<file path="src/rtl/plic_max_tree_pipe.sv">
// plic_max_tree_pipe
//
// Pipelined find-max tree for the PLIC. One vector of NUM_OPERANDS
// (priority, identifier) pairs is accepted per input handshake and reduced
// through S = $clog2(NUM_OPERANDS) comparator levels. Every level is
// followed by a register. The winning priority and its identifier leave
// through a valid/ready output with full backpressure.
//
// Handshake: a transfer happens on a rising clk_i edge where valid and ready
// are both high. valid_o and the result stay stable while valid_o && !ready_i.
// ready_o is combinational from ready_i and the stage valid bits. There are no
// skid buffers, so up to S vectors are held in flight.
//
// Ports
//   clk_i                   clock, rising edge
//   rst_ni                  asynchronous active-low reset
//   valid_i / ready_o       input vector handshake
//   priorities_i            NUM_OPERANDS unsigned priorities
//   identifiers_i           NUM_OPERANDS identifiers
//   threshold_i             masking threshold (only used with the macro below)
//   valid_o / ready_i       result handshake
//   largest_priority_o      winning priority
//   identifier_of_largest_o identifier of the winner (lowest lane on ties)
//
// Configuration macro: PLIC_MAX_TREE_THRESHOLD_EN
//   When defined, operands with priority <= threshold_i become priority 0 /
//   id 0 before the tree, so an all-masked vector yields 0/0 ("no eligible
//   source"). When undefined, threshold_i is ignored.

module plic_max_tree_pipe #(
  parameter int NUM_OPERANDS      = 32,
  parameter int ID_BITWIDTH       = 5,
  parameter int PRIORITY_BITWIDTH = 3
) (
  input  logic                         clk_i,
  input  logic                         rst_ni,
  input  logic                         valid_i,
  output logic                         ready_o,
  input  logic [PRIORITY_BITWIDTH-1:0] priorities_i  [NUM_OPERANDS],
  input  logic [ID_BITWIDTH-1:0]       identifiers_i [NUM_OPERANDS],
  input  logic [PRIORITY_BITWIDTH-1:0] threshold_i,
  output logic                         valid_o,
  input  logic                         ready_i,
  output logic [PRIORITY_BITWIDTH-1:0] largest_priority_o,
  output logic [ID_BITWIDTH-1:0]       identifier_of_largest_o
);

  localparam int S     = $clog2(NUM_OPERANDS);
  localparam int P     = 1 << S;   // padded lane count
  localparam int NODES = P - 1;    // total pair registers across all stages

  // Lanes after padding (and masking when enabled)
  logic [PRIORITY_BITWIDTH-1:0] lane_pri [P];
  logic [ID_BITWIDTH-1:0]       lane_id  [P];

  // All stage registers live in one flat array. Stage k occupies
  // entries [P - 2^(S-k) +: 2^(S-1-k)]; the last stage is the single entry
  // NODES-1, which drives the outputs directly.
  logic [PRIORITY_BITWIDTH-1:0] node_pri_q [NODES];
  logic [ID_BITWIDTH-1:0]       node_id_q  [NODES];
  logic [PRIORITY_BITWIDTH-1:0] node_pri_d [NODES];
  logic [ID_BITWIDTH-1:0]       node_id_d  [NODES];
  logic [NODES-1:0]             node_ld;

  logic [S-1:0] vld_q;
  logic [S-1:0] en;
  logic [S-1:0] up_vld;

`ifndef PLIC_MAX_TREE_THRESHOLD_EN
  logic unused_threshold;
  assign unused_threshold = ^threshold_i;
`endif

  // ---------------------------------------------------------------------
  // Input lanes: pad to a power of two, optionally mask by threshold
  // ---------------------------------------------------------------------
  for (genvar i = 0; i < P; i++) begin : g_lane
    if (i < NUM_OPERANDS) begin : g_real
`ifdef PLIC_MAX_TREE_THRESHOLD_EN
      logic keep;
      assign keep        = priorities_i[i] > threshold_i;
      assign lane_pri[i] = keep ? priorities_i[i]  : '0;
      assign lane_id[i]  = keep ? identifiers_i[i] : '0;
`else
      assign lane_pri[i] = priorities_i[i];
      assign lane_id[i]  = identifiers_i[i];
`endif
    end else begin : g_pad
      assign lane_pri[i] = '0;
      assign lane_id[i]  = '0;
    end
  end

  // ---------------------------------------------------------------------
  // Stage control: valid feeding each stage and the backward enable chain
  // ---------------------------------------------------------------------
  always_comb begin
    up_vld    = '0;
    up_vld[0] = valid_i;
    for (int k = 1; k < S; k++) begin
      up_vld[k] = vld_q[k-1];
    end
  end

  // A stage can advance when it is empty or the stage after it advances.
  // Evaluated from the output backwards so a full pipeline still accepts
  // in the same cycle as an output transfer.
  always_comb begin
    en        = '0;
    en[S-1]   = !vld_q[S-1] || ready_i;
    for (int k = S - 2; k >= 0; k--) begin
      en[k] = !vld_q[k] || en[k+1];
    end
  end

  assign ready_o = en[0];

  // ---------------------------------------------------------------------
  // Comparator levels
  // ---------------------------------------------------------------------
  for (genvar k = 0; k < S; k++) begin : g_stage
    localparam int WIDTH = 1 << (S - 1 - k);
    localparam int OFF   = P - (1 << (S - k));

    for (genvar i = 0; i < WIDTH; i++) begin : g_node
      logic [PRIORITY_BITWIDTH-1:0] l_pri;
      logic [PRIORITY_BITWIDTH-1:0] r_pri;
      logic [ID_BITWIDTH-1:0]       l_id;
      logic [ID_BITWIDTH-1:0]       r_id;
      logic                         left_wins;

      if (k == 0) begin : g_leaf
        assign l_pri = lane_pri[2*i];
        assign r_pri = lane_pri[2*i+1];
        assign l_id  = lane_id[2*i];
        assign r_id  = lane_id[2*i+1];
      end else begin : g_inner
        localparam int SRC = P - (1 << (S - k + 1));
        assign l_pri = node_pri_q[SRC+2*i];
        assign r_pri = node_pri_q[SRC+2*i+1];
        assign l_id  = node_id_q[SRC+2*i];
        assign r_id  = node_id_q[SRC+2*i+1];
      end

      // >= keeps the left (lower-index) operand on ties, so the overall
      // winner is the lowest lane holding the maximum.
      assign left_wins          = l_pri >= r_pri;
      assign node_pri_d[OFF+i]  = left_wins ? l_pri : r_pri;
      assign node_id_d[OFF+i]   = left_wins ? l_id  : r_id;
      // Data only moves with a valid item; bubbles leave the registers alone.
      assign node_ld[OFF+i]     = en[k] & up_vld[k];
    end
  end

  // ---------------------------------------------------------------------
  // Stage registers
  // ---------------------------------------------------------------------
  always_ff @(posedge clk_i or negedge rst_ni) begin
    if (!rst_ni) begin
      vld_q <= '0;
      for (int j = 0; j < NODES; j++) begin
        node_pri_q[j] <= '0;
        node_id_q[j]  <= '0;
      end
    end else begin
      for (int k = 0; k < S; k++) begin
        if (en[k]) begin
          vld_q[k] <= up_vld[k];
        end
      end
      for (int j = 0; j < NODES; j++) begin
        if (node_ld[j]) begin
          node_pri_q[j] <= node_pri_d[j];
          node_id_q[j]  <= node_id_d[j];
        end
      end
    end
  end

  assign valid_o                 = vld_q[S-1];
  assign largest_priority_o      = node_pri_q[NODES-1];
  assign identifier_of_largest_o = node_id_q[NODES-1];

endmodule

</file>
<file path="config.mk">
export PLATFORM = sky130hd
export DESIGN_NAME = plic_max_tree_pipe
export DESIGN_NICKNAME = d
export VERILOG_FILES = /design/src/rtl/plic_max_tree_pipe.sv
export SDC_FILE = /design/constraint.sdc
export NUM_CORES = 1
export LEC_CHECK = 0
export CAP_MARGIN = 0
export CORE_MARGIN = 3
export CORE_UTILIZATION = 35
export CTS_BUF_LIST = sky130_fd_sc_hd__clkbuf_8
export DETAILED_ROUTE_END_ITERATION = 8
export MAX_ROUTING_LAYER = met4
export SLEW_MARGIN = 20
export SYNTH_ARGS = -nofsm -noshare
export SYNTH_HDL_FRONTEND = slang
export SYNTH_SLANG_ARGS = --single-unit
</file>
<file path="constraint.sdc">
create_clock -name clk_i -period 4.66 [get_ports clk_i]
set_input_delay 1.165 -clock clk_i [delete_from_list [all_inputs] [get_ports clk_i]]
set_output_delay 1.165 -clock clk_i [all_outputs]
set_load 0.03 [all_outputs]
</file>
After elaboration in Yosys (flattened, before gate mapping)
Cells that the tools add are included.
{ "op_classes": {"order_cmp": 31, "muxes": 62, "n_bitwise": 5, "n_reduce_logical": 10} }
{ "ops": {"columns": ["operator", "n"], "rows": [
  ["$mux 5", 31],
  ["$ge 3x3->1", 31],
  ["$mux 3", 31],
  ["$and 1x1->1", 5],
  ["$logic_not 1->1", 5],
  ["$logic_or 1x1->1", 5]
]} }
{ "totals": {"regBits": 253, "in_bits": 263, "out_inout_bits": 10, "wordCells": 175} }

Logic depth before layout (Yosys ltp)
Gate-level depths: netlist of the first run.
{ "depth": {"word_depth": 7, "depth_mapped": 7} }

Worst setup path before layout of the first run
No wires, ideal clock.
{ "synth_path": {"path_kind": "input-to-output", "start": "input ready_i", "end": "output ready_o", "t_arrival_ps": 1778, "required_ps": 3495, "slack_ps": 1717, "cell_stages": 2, "path_buffers": 0, "path_cell_list": "and4b_4 -> nand3_1"} }
{ "synth_between": {"elab_chain_len": 5} }
{ "synth_lines": {"columns": ["item", "line_no", "text"], "rows": [
  ["from (decl)", "43", "input logic ready_i,"],
  ["$logic_or 1x1->1", "110", "en[S-1] = !vld_q[S-1] || ready_i;"],
  ["$logic_or 1x1->1 (4 in a row)", "112", "en[k] = !vld_q[k] || en[k+1];"],
  ["to (decl)", "38", "output logic ready_o,"]
]} }
No other way between the ends.

Final worst setup path of the first run
Ends and elaborated chain as after synthesis.

==> impl_metrics.toml, run 1 <==
[detailed_routing]
drt_iter0_markers = 495
viasPerCell = 4.67
dr.pass1.iters = 4
drtAntennaViolNets = 0
drt-total-wl_um = 31300
drc = 0
post_drt_wl_per_cell_um = 14.3
vias = 10207

[synthesis]
synth_async_sr_flop_share_pct = 100
ys_ff_latch = 253
synth_compound_area_share_pct = 12.7
synth_xor_area_share_pct = 0
avgSynthCellArea_sq_um = 9.93
synth_edf_count = 0
syn_inst = 1375
yosysSeqAreaShare_pct = 46.4
synth_fa_ha_area_share_pct = 8.52
synth_nets = 1731
synth_area_sq_um = 13700
yosys.area_share.simple_pct = 9.51
ys.flop_type = "dfrtp_1"
synthMuxAreaShare_pct = 18.2
synth_top_family_by_area = "multiplexers"
ys_warn_count = 0
ys_types = 23

[hold_path]
holdPathEnd = "g_stage[2].g_node[2].r_id[1]"
hold_depth = 2
hp-start = "g_stage[2].g_node[2].r_id[1]"
worstHoldPathType = "reg -> reg"

[sta]
drv_slew = 0
finalSetupTns_ps = 0
finalHoldViolCount = 0
slew_headroom_pct = 33.5
fin_crit_ps = 3860
setup_viol = 0
max_freq_ghz = 0.259
post-route-period-util_pct = 82.8
clock_skew_ps = 13.9
worstMarginPinSlew_ps = 993
rsz0062_at_grt = "no"
finalWorstSetupSlack_ps = 802

[clock_tree]
numCtsBuffers = 44
ctsResizeCount = 0
cts_tree = "built"
cts-root-buf = "clkbuf_8"
cts.clk_slew.worst_paths_ps = 60
ctsHoldBuffers = 0
clock_path_buffers = 3
clock_sinks = 253
clock_latency_ps = 550
cts_setup_buffers = 0
h-tree-depth = 2

[critical_path]
r2r_slack_ps = 2750
cp.required_ps = 3490
cp-end-kind = "output port"
r2r-end = "g_stage[3].g_node[0].l_id[1]"
path_max_fanout = 4
startpoint_type = "input port"
rr_worst_depth = 3
path_class = "in -> out"
cp_data_arrival_time_ps = 2690
worstReg2RegStart = "vld_q[3]"

[global_routing]
grt_max_degree = 129
grt_pass1_vias = 10382
grt_pass1_wl_um = 51400
grtUsageTotal_pct = 15.5
grt-ovfl-total = 0
antenna_found_initial = 0

[power_and_ir_drop]
clkPwrFrac_pct = 23.6
powerDensity_nw_per_um2 = 470
pwr-share-seq_pct = 39.9
peakVddDrop_v = 0.000173
power.leakage_nw = 8.33
comb_power_share_pct = 36.6
intPower_w = 0.00537
p_sw_share_pct = 35.4
power.switching_w = 0.00294

[finish]
final_core_util_pct = 46.5
antennaDiodeCount = 0
n_fill_cell = 3751
area_growth_syn_to_layout_pct = 29.5
instances_no_fill = 2187
drive_above_1_share_pct = 6.26
nets = 2002

[place]
pre_cts_slack_ps = 803
dp_cells = 2111
port_buffers = 269
gp_congestion = 0.745
hpwlAfterDp_um = 23500

[floorplanning]
die_h_um = 204
core-area_sq_um = 38000
row_count = 71
die_w_um = 204
initial_core_util_pct = 35.9
pin_count = 273
die_area_sq_um = 41400

[outcome]
status = "finished, final reports clean"

[flow_run]
cap_violations = 0
-- layout make-up --
type / count / area (sq um) / share of cell area, %
multi-input combinational: 975 / 6690 / 37.9
inverter: 95 / 357 / 2.02
tap: 511 / 639 / 3.62
sequential: 253 / 6330 / 35.8
clock inverter: 23 / 125 / 0.708
clock buffer: 53 / 729 / 4.13
timing repair buffer: 277 / 2810 / 15.9
-- kinds of logic after synthesis --
kind of cell               Yosys count
AOI/OAI and AO/OA                  315
muxes                              248
DFF                                253
buffers and inverters              147
adders and majority gates           93
and+or+nand+nor                    319
-- routing by layer --
| metal | track usage [%] | routed length, um | part of all wire (%) |
|---|---|---|---|
| met1 | 20.4 | 14500 | 46 |
| met2 | 25.0 | 15000 | 48 |
| met4 | 4.13 | 605 | 1.9 |
| met5 | - | 0 | 0 |
| met3 | 2.68 | 1180 | 3.8 |
-- worst max-delay path, stage by stage --
cell	delay, ps
clkdlybuf4s50_1	440
and4b_4	370
nand3_1	100
clkdlybuf4s50_1	610
-- placed cells by master, fill, tap and decap left out, drive strengths merged, types with 3 or more instances in the layout --
cell / count
a21oi: 174
buf: 9
mux2i: 248
clkinv: 4
nor2: 144
nand2: 138
clkdlybuf4s50: 268
ha: 93
o21ai: 135
dfrtp: 253
clkbuf: 53
nor2b: 31
inv: 111
nand2b: 3
a21o: 3
-- synthesized netlist by cell type, types with 2 or more instances --
cell	number	area, sq um
dfrtp_1	253	6330
mux2i_1	248	2480
a21oi_1	174	871
nor2_1	144	541
nand2_1	138	518
inv_1	95	357
o21ai_0	94	470
ha_1	93	1160
nor2b_1	31	194
o21ai_2	30	263
buf_2	20	100
buf_4	14	105
clkbuf_1	12	45.0
o21ai_1	11	55.1
clkbuf_2	4	20.0
a21o_1	3	22.5
nand2b_1	3	18.8
a31oi_4	2	42.5
buf_6	2	22.5
-- sequential cells by signal, summed over array words and instances, names as in the netlist --
name,flops
g_stage.g_node.l_pri,45
vld_q,5
g_stage.g_node.l_id,75
identifier_of_largest_o,5
largest_priority_o,3
g_stage.g_node.r_pri,45
g_stage.g_node.r_id,75
-- how the worst max path moves through the flow --
| stage | slack [ps] | from | depth (start not counted) | end |
|---|---|---|---|---|
| floorplan | 1720 | ready_i | 2 | ready_o |
| global placement | 790 | ready_i | 4 | ready_o |
| detailed placement | 800 | ready_i | 4 | ready_o |
| CTS | 800 | ready_i | 4 | ready_o |
| global route | 760 | ready_i | 4 | ready_o |
| finish | 800 | ready_i | 4 | ready_o |
-- stage by stage --
step                hold WS [ps]  power [W]  area (sq um)
finish                       478    0.00831         17700
floorplan                    448    0.00543         13700
detailed placement           471    0.00645         16800
global placement             463    0.00635         16800
CTS                          484    0.00847         17700
global route                 509    0.00899         17700
-- power by group through the flow --
stage / logic [W] / clock network [W] / registers (W)
after floorplan: 0.00218 / 0 / 0.00326
after global placement: 0.00301 / 0 / 0.00334
after detailed placement: 0.00308 / 0 / 0.00336
after CTS: 0.00310 / 0.00204 / 0.00332
after global routing: 0.00342 / 0.00215 / 0.00341
final: 0.00304 / 0.00196 / 0.00331
Note: power is estimated with default switching activity, not from simulation.
==> run 2, diff against run 1 <==
==> constraint.sdc (replaced) <==
create_clock -name clk_i -period 3.5 [get_ports clk_i]
set_input_delay 0.875 -clock clk_i [delete_from_list [all_inputs] [get_ports clk_i]]
set_output_delay 0.875 -clock clk_i [all_outputs]
set_load 0.03 [all_outputs]
==> impl_metrics.toml, run 2 (synthesis gave the netlist of run 1 again) <==
[sta]
rsz0062_at_grt = "no"
max_freq_ghz = 0.305
drv_slew = 0
slew_headroom_pct = 54.8
post-route-period-util_pct = 93.5
finalHoldViolCount = 0
clock_skew_ps = 31.9
fin_crit_ps = 3270
finalSetupTns_ps = 0
hold_ws_ps = 255
setup_viol = 0
worstMarginPinSlew_ps = 678

[global_routing]
grt_max_degree = 129
antenna_found_initial = 0
grt-ovfl-total = 0
grt_pass1_wl_um = 51800
grtUsageTotal_pct = 15.6
grt_pass1_vias = 10482

[finish]
fin_area_sq_um = 17700
area_growth_syn_to_layout_pct = 29.7
instances_no_fill = 2190
antennaDiodeCount = 0
nets = 2005
drive_above_1_share_pct = 6.19
final_common_cell = "clkdlybuf4s50_1"
final_cell_mix = "clkdlybuf4s50_1, dfrtp_1, mux2i_1"

[clock_tree]
clock_latency_ps = 550
cts.clk_slew.worst_paths_ps = 50
cts_tree = "built"
cts-root-buf = "clkbuf_8"
ctsHoldBuffers = 0
clock_sinks = 253
ctsResizeCount = 0
clock_path_buffers = 3
cts_setup_buffers = 0
numCtsBuffers = 46
h-tree-depth = 2

[critical_path]
cp.required_ps = 2620
rr_worst_depth = 5
worstReg2RegStart = "g_stage[2].g_node[3].l_pri[2]"
path_class = "in -> out"
crit_start = "ready_i"
cp-end-kind = "output port"
r2r_slack_ps = 1580
startpoint_type = "input port"
cp_data_arrival_time_ps = 2400
critPathCapture = "ready_o"
path_max_fanout = 4
r2r-end = "g_stage[3].g_node[1].r_id[0]"

[floorplanning]
die_area_sq_um = 41400
die_h_um = 204
initial_core_util_pct = 35.9
die_w_um = 204
core-area_sq_um = 38000
pin_count = 273
row_count = 71

[hold_path]
worstHoldPathType = "in -> async"

[place]
hpwlAfterDp_um = 23700
port_buffers = 269
placed_cell_area_sq_um = 16900
dp_cells = 2112
gp_congestion = 0.747

[detailed_routing]
vias = 10238
drt_iter0_markers = 474
drt-total-wl_um = 31200
post_drt_wl_per_cell_um = 14.2
viasPerCell = 4.67
drc = 0
drtAntennaViolNets = 0
dr.pass1.iters = 4

[power_and_ir_drop]
power.leakage_nw = 8.37
peakVddDrop_v = 0.000297
powerDensity_nw_per_um2 = 622

[flow_run]
cap_violations = 0

[outcome]
status = "finished, final reports clean"
run 2: worst max-delay path: stages:
cell             delay [ps]
clkdlybuf4s50_1         440
and4b_4                 370
nand3_1                 100
clkdlybuf4s50_1         610
run 2: how the worst min path moves through the flow:
stage / startpoint / endpoint / cells after the start
final: rst_ni / g_stage[1].g_node[6].r_id[2] / 1
after global routing: rst_ni / g_stage[1].g_node[6].r_pri[1] / 1
after CTS: rst_ni / g_stage[1].g_node[7].l_pri[0] / 1
after detailed placement: g_stage[2].g_node[2].r_id[1] / g_stage[2].g_node[2].r_id[1] / 2
after global placement: g_stage[2].g_node[2].r_id[2] / g_stage[2].g_node[2].r_id[2] / 2
after floorplan: g_stage[2].g_node[0].r_id[0] / g_stage[2].g_node[0].r_id[0] / 2
run 2: where the power goes:
part	switching, W	internal (W)	leakage [nW]	total [W]
Sequential	0.000602	0.00380	2.91	0.00440
Clock	0.00117	0.00139	0.511	0.00256
Combinational	0.00214	0.00192	4.95	0.00406
Total	0.00391	0.00711	8.37	0.0110
run 2: metrics by stage:
stage,setup WS [ps],power [W],util (%)
after floorplan,1140,0.00723,-
after global placement,223,0.00848,44.4
after detailed placement,233,0.00859,44.4
after CTS,222,0.0113,46.6
after global routing,183,0.0119,46.6
final,227,0.0110,46.6
run 2: layout make-up:
class                   instances  area (sq um)
fillers                      3752         20300
multi-input cells             975          6690
flip-flops and latches        253          6330
repair buffers                278          2850
clock buffers                  54           743
well taps                     511           639
inverters                      95           357
clock inverters                24          98.8
run 2: layer usage:
metal  track usage (%)  share of wire (%)  vias up
met3              2.39                3.7       41
met2              25.5                 48      163
li1                  -                  -     5277
met5                 -                  0        -
met4              3.66                1.7        0
met1              20.5                 47     4757
